===== config.mk =====
export PLATFORM = sky130hd
export DESIGN_NAME = countdown_timer_2d
export DESIGN_NICKNAME = d
export VERILOG_FILES = /design/src/rtl/countdown_pkg.sv /design/src/rtl/countdown_timer_2d_bcd_to_seg7.sv /design/src/rtl/countdown_timer_2d.sv
export SDC_FILE = /design/constraint.sdc
export NUM_CORES = 1
export LEC_CHECK = 0
export ABC_CLOCK_PERIOD_IN_PS = 3610
export CAP_MARGIN = 20
export CORE_ASPECT_RATIO = 0.7
export CORE_UTILIZATION = 63
export CTS_BUF_LIST = sky130_fd_sc_hd__clkbuf_2
export DETAILED_ROUTE_END_ITERATION = 12
export HOLD_SLACK_MARGIN = 0.08
export PLACE_DENSITY = 0.89
export SETUP_SLACK_MARGIN = 0.4
export SKIP_CTS_REPAIR_TIMING = 1
export SLEW_MARGIN = 10
export SYNTH_ARGS = -nofsm -noshare
export SYNTH_HDL_FRONTEND = slang
export SYNTH_SLANG_ARGS = --single-unit
export TNS_END_PERCENT = 1

===== constraint.sdc =====
create_clock -name G_CLOCK_50 -period 3.61 [get_ports G_CLOCK_50]
set_clock_uncertainty 0.05 [all_clocks]
set_input_delay 0.722 -clock G_CLOCK_50 [delete_from_list [all_inputs] [get_ports G_CLOCK_50]]
set_output_delay 0.722 -clock G_CLOCK_50 [all_outputs]
set_load 0.02 [all_outputs]

===== src/rtl/countdown_pkg.sv =====
// rtl/countdown_pkg.sv - shared states, segment codes and BCD helpers for countdown_timer_2d
package countdown_pkg;

    typedef enum logic [1:0] {
        IDLE  = 2'd0,
        RUN   = 2'd1,
        PAUSE = 2'd2,
        DONE  = 2'd3
    } state_t;

    // Active-low segment patterns, bit order a..g MSB-first
    localparam logic [6:0] SEG_0     = 7'b0000001;
    localparam logic [6:0] SEG_1     = 7'b1001111;
    localparam logic [6:0] SEG_2     = 7'b0010010;
    localparam logic [6:0] SEG_3     = 7'b0000110;
    localparam logic [6:0] SEG_4     = 7'b1001100;
    localparam logic [6:0] SEG_5     = 7'b0100100;
    localparam logic [6:0] SEG_6     = 7'b0100000;
    localparam logic [6:0] SEG_7     = 7'b0001111;
    localparam logic [6:0] SEG_8     = 7'b0000000;
    localparam logic [6:0] SEG_9     = 7'b0000100;
    localparam logic [6:0] SEG_BLANK = 7'b1111111;

    localparam logic [3:0] BCD_MAX = 4'd9;

    // Saturate a loaded digit so the counter never holds a non-BCD value
    function automatic logic [3:0] bcd_clamp(input logic [3:0] value, input logic [3:0] limit);
        return (value > limit) ? limit : value;
    endfunction

endpackage


===== src/rtl/countdown_timer_2d_bcd_to_seg7.sv =====
// rtl/countdown_timer_2d_bcd_to_seg7.sv - combinational BCD to active-low 7-segment decoder
module bcd_to_seg7
    import countdown_pkg::*;
(
    input  logic [3:0] bcd_i,
    output logic [6:0] seg_o
);

    // Non-BCD codes blank the digit rather than show garbage
    always_comb begin
        seg_o = SEG_BLANK;
        case (bcd_i)
            4'd0:    seg_o = SEG_0;
            4'd1:    seg_o = SEG_1;
            4'd2:    seg_o = SEG_2;
            4'd3:    seg_o = SEG_3;
            4'd4:    seg_o = SEG_4;
            4'd5:    seg_o = SEG_5;
            4'd6:    seg_o = SEG_6;
            4'd7:    seg_o = SEG_7;
            4'd8:    seg_o = SEG_8;
            4'd9:    seg_o = SEG_9;
            default: seg_o = SEG_BLANK;
        endcase
    end

endmodule


===== src/rtl/countdown_timer_2d.sv =====
// rtl/countdown_timer_2d.sv - two-digit BCD countdown timer with 7-segment outputs (optional COUNTDOWN_BLINK_EN)
module countdown_timer_2d
    import countdown_pkg::*;
#(
    parameter int DIV_COUNT = 50000000,
    parameter int MAX_TENS  = 9
) (
    input  logic       G_CLOCK_50,
    input  logic       V_RST,
    input  logic       load,
    input  logic [3:0] load_tens,
    input  logic [3:0] load_units,
    input  logic       start_stop,
    output logic [6:0] G_HEX1,
    output logic [6:0] G_HEX2,
    output logic       running,
    output logic       done
);

    localparam int         PW       = $clog2(DIV_COUNT);
    localparam logic [PW-1:0] TICK_AT = PW'(DIV_COUNT - 1);
    localparam logic [3:0] TENS_LIM = (MAX_TENS > 9) ? BCD_MAX : 4'(MAX_TENS);

    state_t        state_q, state_d;
    logic [3:0]    tens_q, tens_d;
    logic [3:0]    units_q, units_d;
    logic [PW-1:0] presc_q, presc_d;
    logic          start_q;
    logic [6:0]    hex1_q, hex2_q;
    logic          running_q, done_q;
    logic [6:0]    seg_units, seg_tens;
    logic          start_edge;
    logic          tick;
    logic          at_zero;
    logic          dec_to_zero;
    logic          blank;

`ifdef COUNTDOWN_BLINK_EN
    logic blank_q, blank_d;
    assign blank = blank_q;
`else
    assign blank = 1'b0;
`endif

    assign start_edge  = start_stop & ~start_q;
    assign tick        = (presc_q == TICK_AT);
    assign at_zero     = (tens_q == 4'd0) && (units_q == 4'd0);
    assign dec_to_zero = (tens_q == 4'd0) && (units_q == 4'd1);

    bcd_to_seg7 u_seg_units (
        .bcd_i (units_q),
        .seg_o (seg_units)
    );

    bcd_to_seg7 u_seg_tens (
        .bcd_i (tens_q),
        .seg_o (seg_tens)
    );

    // Next-state: load beats everything, then per-state run/pause/decrement control
    always_comb begin
        state_d = state_q;
        tens_d  = tens_q;
        units_d = units_q;
        presc_d = presc_q;
`ifdef COUNTDOWN_BLINK_EN
        blank_d = blank_q;
`endif
        if (load) begin
            state_d = IDLE;
            tens_d  = bcd_clamp(load_tens, TENS_LIM);
            units_d = bcd_clamp(load_units, BCD_MAX);
            presc_d = '0;
`ifdef COUNTDOWN_BLINK_EN
            blank_d = 1'b0;
`endif
        end else begin
            case (state_q)
                IDLE: begin
                    if (start_edge && !at_zero) begin
                        state_d = RUN;
                    end
                end
                RUN: begin
                    presc_d = tick ? '0 : presc_q + PW'(1);
                    if (tick) begin
                        if (units_q != 4'd0) begin
                            units_d = units_q - 4'd1;
                        end else begin
                            units_d = BCD_MAX;
                            tens_d  = tens_q - 4'd1;
                        end
                    end
                    if (tick && dec_to_zero) begin
                        state_d = DONE;
`ifdef COUNTDOWN_BLINK_EN
                        blank_d = 1'b0;
`endif
                    end else if (start_edge) begin
                        state_d = PAUSE;
                    end
                end
                PAUSE: begin
                    if (start_edge) begin
                        state_d = RUN;
                    end
                end
                DONE: begin
`ifdef COUNTDOWN_BLINK_EN
                    presc_d = tick ? '0 : presc_q + PW'(1);
                    if (tick) begin
                        blank_d = ~blank_q;
                    end
`endif
                end
                default: state_d = IDLE;
            endcase
        end
    end

    // State, digits, prescaler and registered outputs
    always_ff @(posedge G_CLOCK_50) begin
        if (V_RST) begin
            state_q   <= IDLE;
            tens_q    <= 4'd0;
            units_q   <= 4'd0;
            presc_q   <= '0;
            start_q   <= 1'b0;
            hex1_q    <= SEG_0;
            hex2_q    <= SEG_0;
            running_q <= 1'b0;
            done_q    <= 1'b0;
`ifdef COUNTDOWN_BLINK_EN
            blank_q   <= 1'b0;
`endif
        end else begin
            state_q   <= state_d;
            tens_q    <= tens_d;
            units_q   <= units_d;
            presc_q   <= presc_d;
            start_q   <= start_stop;
            hex1_q    <= blank ? SEG_BLANK : seg_units;
            hex2_q    <= blank ? SEG_BLANK : seg_tens;
            running_q <= (state_d == RUN);
            done_q    <= (state_d == DONE);
`ifdef COUNTDOWN_BLINK_EN
            blank_q   <= blank_d;
`endif
        end
    end

    assign G_HEX1  = hex1_q;
    assign G_HEX2  = hex2_q;
    assign running = running_q;
    assign done    = done_q;

endmodule


==> impl_metrics.csv <==
group,metric,value,unit
cells_and_area,area_growth,13.2,%
cells_and_area,fin_nets,378,
sta,finalCritPeriodShare,0.662,
clock_network,clk_pin_slew,0.28,ns
sta,min_period,2.39,ns
floorplanning,num_rows,19,
pwr,p_per_area,376,nW/um^2
clock_network,clk_path_buf_depth,2,
cells_and_area,drive_above_1_share,0.0676,
sta,tns,0,ns
logic_synthesis,synth-seq-cells,53,
global_routing,grt_pass1_wl,10400,microns
logic_synthesis,ys_warn_count,0,
floorplanning,die_y,57.7,microns
setup_path,cp.required,3.94,ns
floorplanning,core_area,4090,sq um
cells_and_area,final_common_cell,"dfxtp_1",
min_path,hp-class,"flop to flop",
logic_synthesis,synth-edff-count,0,
logic_synthesis,syn_nets,357,
global_routing,overflow,0,
route,via_per_inst,6.17,
route,drt_iter0_drc,263,
global_routing,antenna_found_initial,0,
placed_design,hpwl,4450,microns
status,status,"complete, no violations",
logic_synthesis,synth_top_cell_by_area,"dfxtp_1",
sta,setup_violations,0,
floorplanning,io_pins,28,
placed_design,routabilityCongestion,0.836,
sta,holdWs,0.470,ns
logic_synthesis,synth_ff_type,"dfxtp_1",
pwr,peakVddDrop,0.000361,V
route,routed-via-count,2513,
cells_and_area,mostFrequentLayoutCells,"dfxtp_1 (53), a21oi_1 (30), nor2_1 (29), clkdlybuf4s50_1 (27), nand2_1 (23)",
clock_network,cts_tree,"built",
global_routing,grt_pass1_vias,2203,
route,drtAntennaViolNets,0,
floorplanning,initial_core_util,0.684,
sta,hold_viol,0,
cells_and_area,diodes,0,
logic_synthesis,netlist_area,2800,sq um
logic_synthesis,synth.avg_cell_area,8.40,sq um
logic_synthesis,synth_top_area_frac,0.379,
placed_design,port_buffers,27,
setup_path,worstPathArrival,2.72,ns
global_routing,grt_max_degree,26,
clock_network,root_buffer,"clkbuf_2",
setup_path,crit_fanout,8,
pwr,leakage,1.13,nW
route,firstDrtPassIters,4,
flow_run,drv_cap,0,
setup_path,critPathLaunchType,"flop",
clock_network,clk_latency,0.44,ns
setup_path,path_class,"flop to flop",
route,wl_per_cell,15.3,microns
logic_synthesis,syn-instance-count,333,
clock_network,cts.sinks,53,
sta,fmax,0.418,GHz
floorplanning,die-area,4710,sq um
sta,slew_headroom,0.585,
route,drt_wl_total,6210,microns
pwr,fin_total_pwr,1.19,mW
logic_synthesis,seq_area_frac_synth,0.379,
route,drc,0,
setup_path,endpoint_kind,"flop",
logic_synthesis,synth.area.top_cells,"dfxtp_1 (38%), a21oi_1 (5.4%), ha_1 (5.4%)",
logic_synthesis,synth_async_sr_flop_share,0,
global_routing,grt.total_usage,0.288,
clock_network,cts_inserted_buffers,5,
sta,rsz0062_at_grt,"no",
floorplanning,die_w,81.6,microns
clock_network,cts_htree_levels,2,
sta,worst_pin_slew,0.621,ns
logic_synthesis,ys_types,53,
sta,drv_slew,0,
[final cells by class]
type                    instances  area, sq um
inverters                      16         60.1
multi-input cells             248         1600
clock buffers                   5         25.0
fillers                       300          922
repair buffers                 30          293
clock inverters                 3         65.1
flip-flops and latches         53         1060
well taps                      52         65.1
[per-stage QoR]
| stage | util | cells | cell area [sq um] | worst slack [ns] |
|---|---|---|---|---|
| 6_report | 0.774 | 407 | 3170 | 1.22 |
| 3_5_place_dp | 0.752 | 399 | 3080 | 0.934 |
| 4_1_cts | 0.774 | 407 | 3170 | 1.27 |
| 5_1_grt | 0.774 | 407 | 3170 | 1.12 |
| 3_3_place_gp | 0.752 | 399 | 3080 | 1.01 |
| 2_1_floorplan | - | 333 | 2800 | 1.54 |
[critical path, stage by stage (launching register included)]
cell	delay [ns]
dfxtp_1	0.45
inv_1	0.15
ha_1	0.28
nor3b_1	0.22
buf_4	0.17
nand4_1	0.30
or4_1	0.54
and3_1	0.19
[layer usage]
metal	part of all wire	track usage	vias to the layer above
li1	-	-	1250
met1	0.49	0.426	1176
met2	0.43	0.423	79
met3	0.069	0.0724	8
met4	0.011	0.0652	0
met5	0	0	-
[path summary, 6_finish.rpt]
check,end,start,slack (ns),cells after the start
worst min-delay path,presc_q[13],presc_q[13],0.47,2
worst min register to register,presc_q[13],presc_q[13],0.47,2
worst max register to register,tens_q[0],units_q[0],1.22,7
worst max-delay path,tens_q[0],units_q[0],1.22,7
[cell families after synthesis]
group / after synthesis / share of synthesized area
AOI/OAI and AO/OA: 76 / 0.164
and+or+nand+nor: 142 / 0.293
buffers and inverters: 32 / 0.0492
adders and majority gates: 12 / 0.0537
DFF: 53 / 0.379
muxes: 7 / 0.0264
xor gates and xnor gates: 11 / 0.0345
[where the power goes]
part	switching, mW	internal [mW]
Sequential	0.0233	0.610
Clock	0.192	0.185
Combinational	0.0943	0.0859
[cells in the mapped netlist, drive strengths merged, types with 9 or more instances]
| cell type | instances |
|---|---|
| a21oi | 30 |
| clkbuf | 9 |
| dfxtp | 53 |
| ha | 12 |
| inv | 16 |
| nand2 | 23 |
| nand3 | 9 |
| nand4 | 11 |
| nor2 | 29 |
| nor3 | 10 |
| o21ai | 20 |
| or4 | 11 |
[registers in the layout, indices dropped and copies added, names as in the netlist]
| register | flops |
|---|---|
| units_q | 4 |
| G_HEX1 | 7 |
| state_q | 2 |
| G_HEX2 | 7 |
| running | 1 |
| presc_q | 26 |
| done | 1 |
| start_q | 1 |
| tens_q | 4 |
Power figures use the tool's default switching activity.
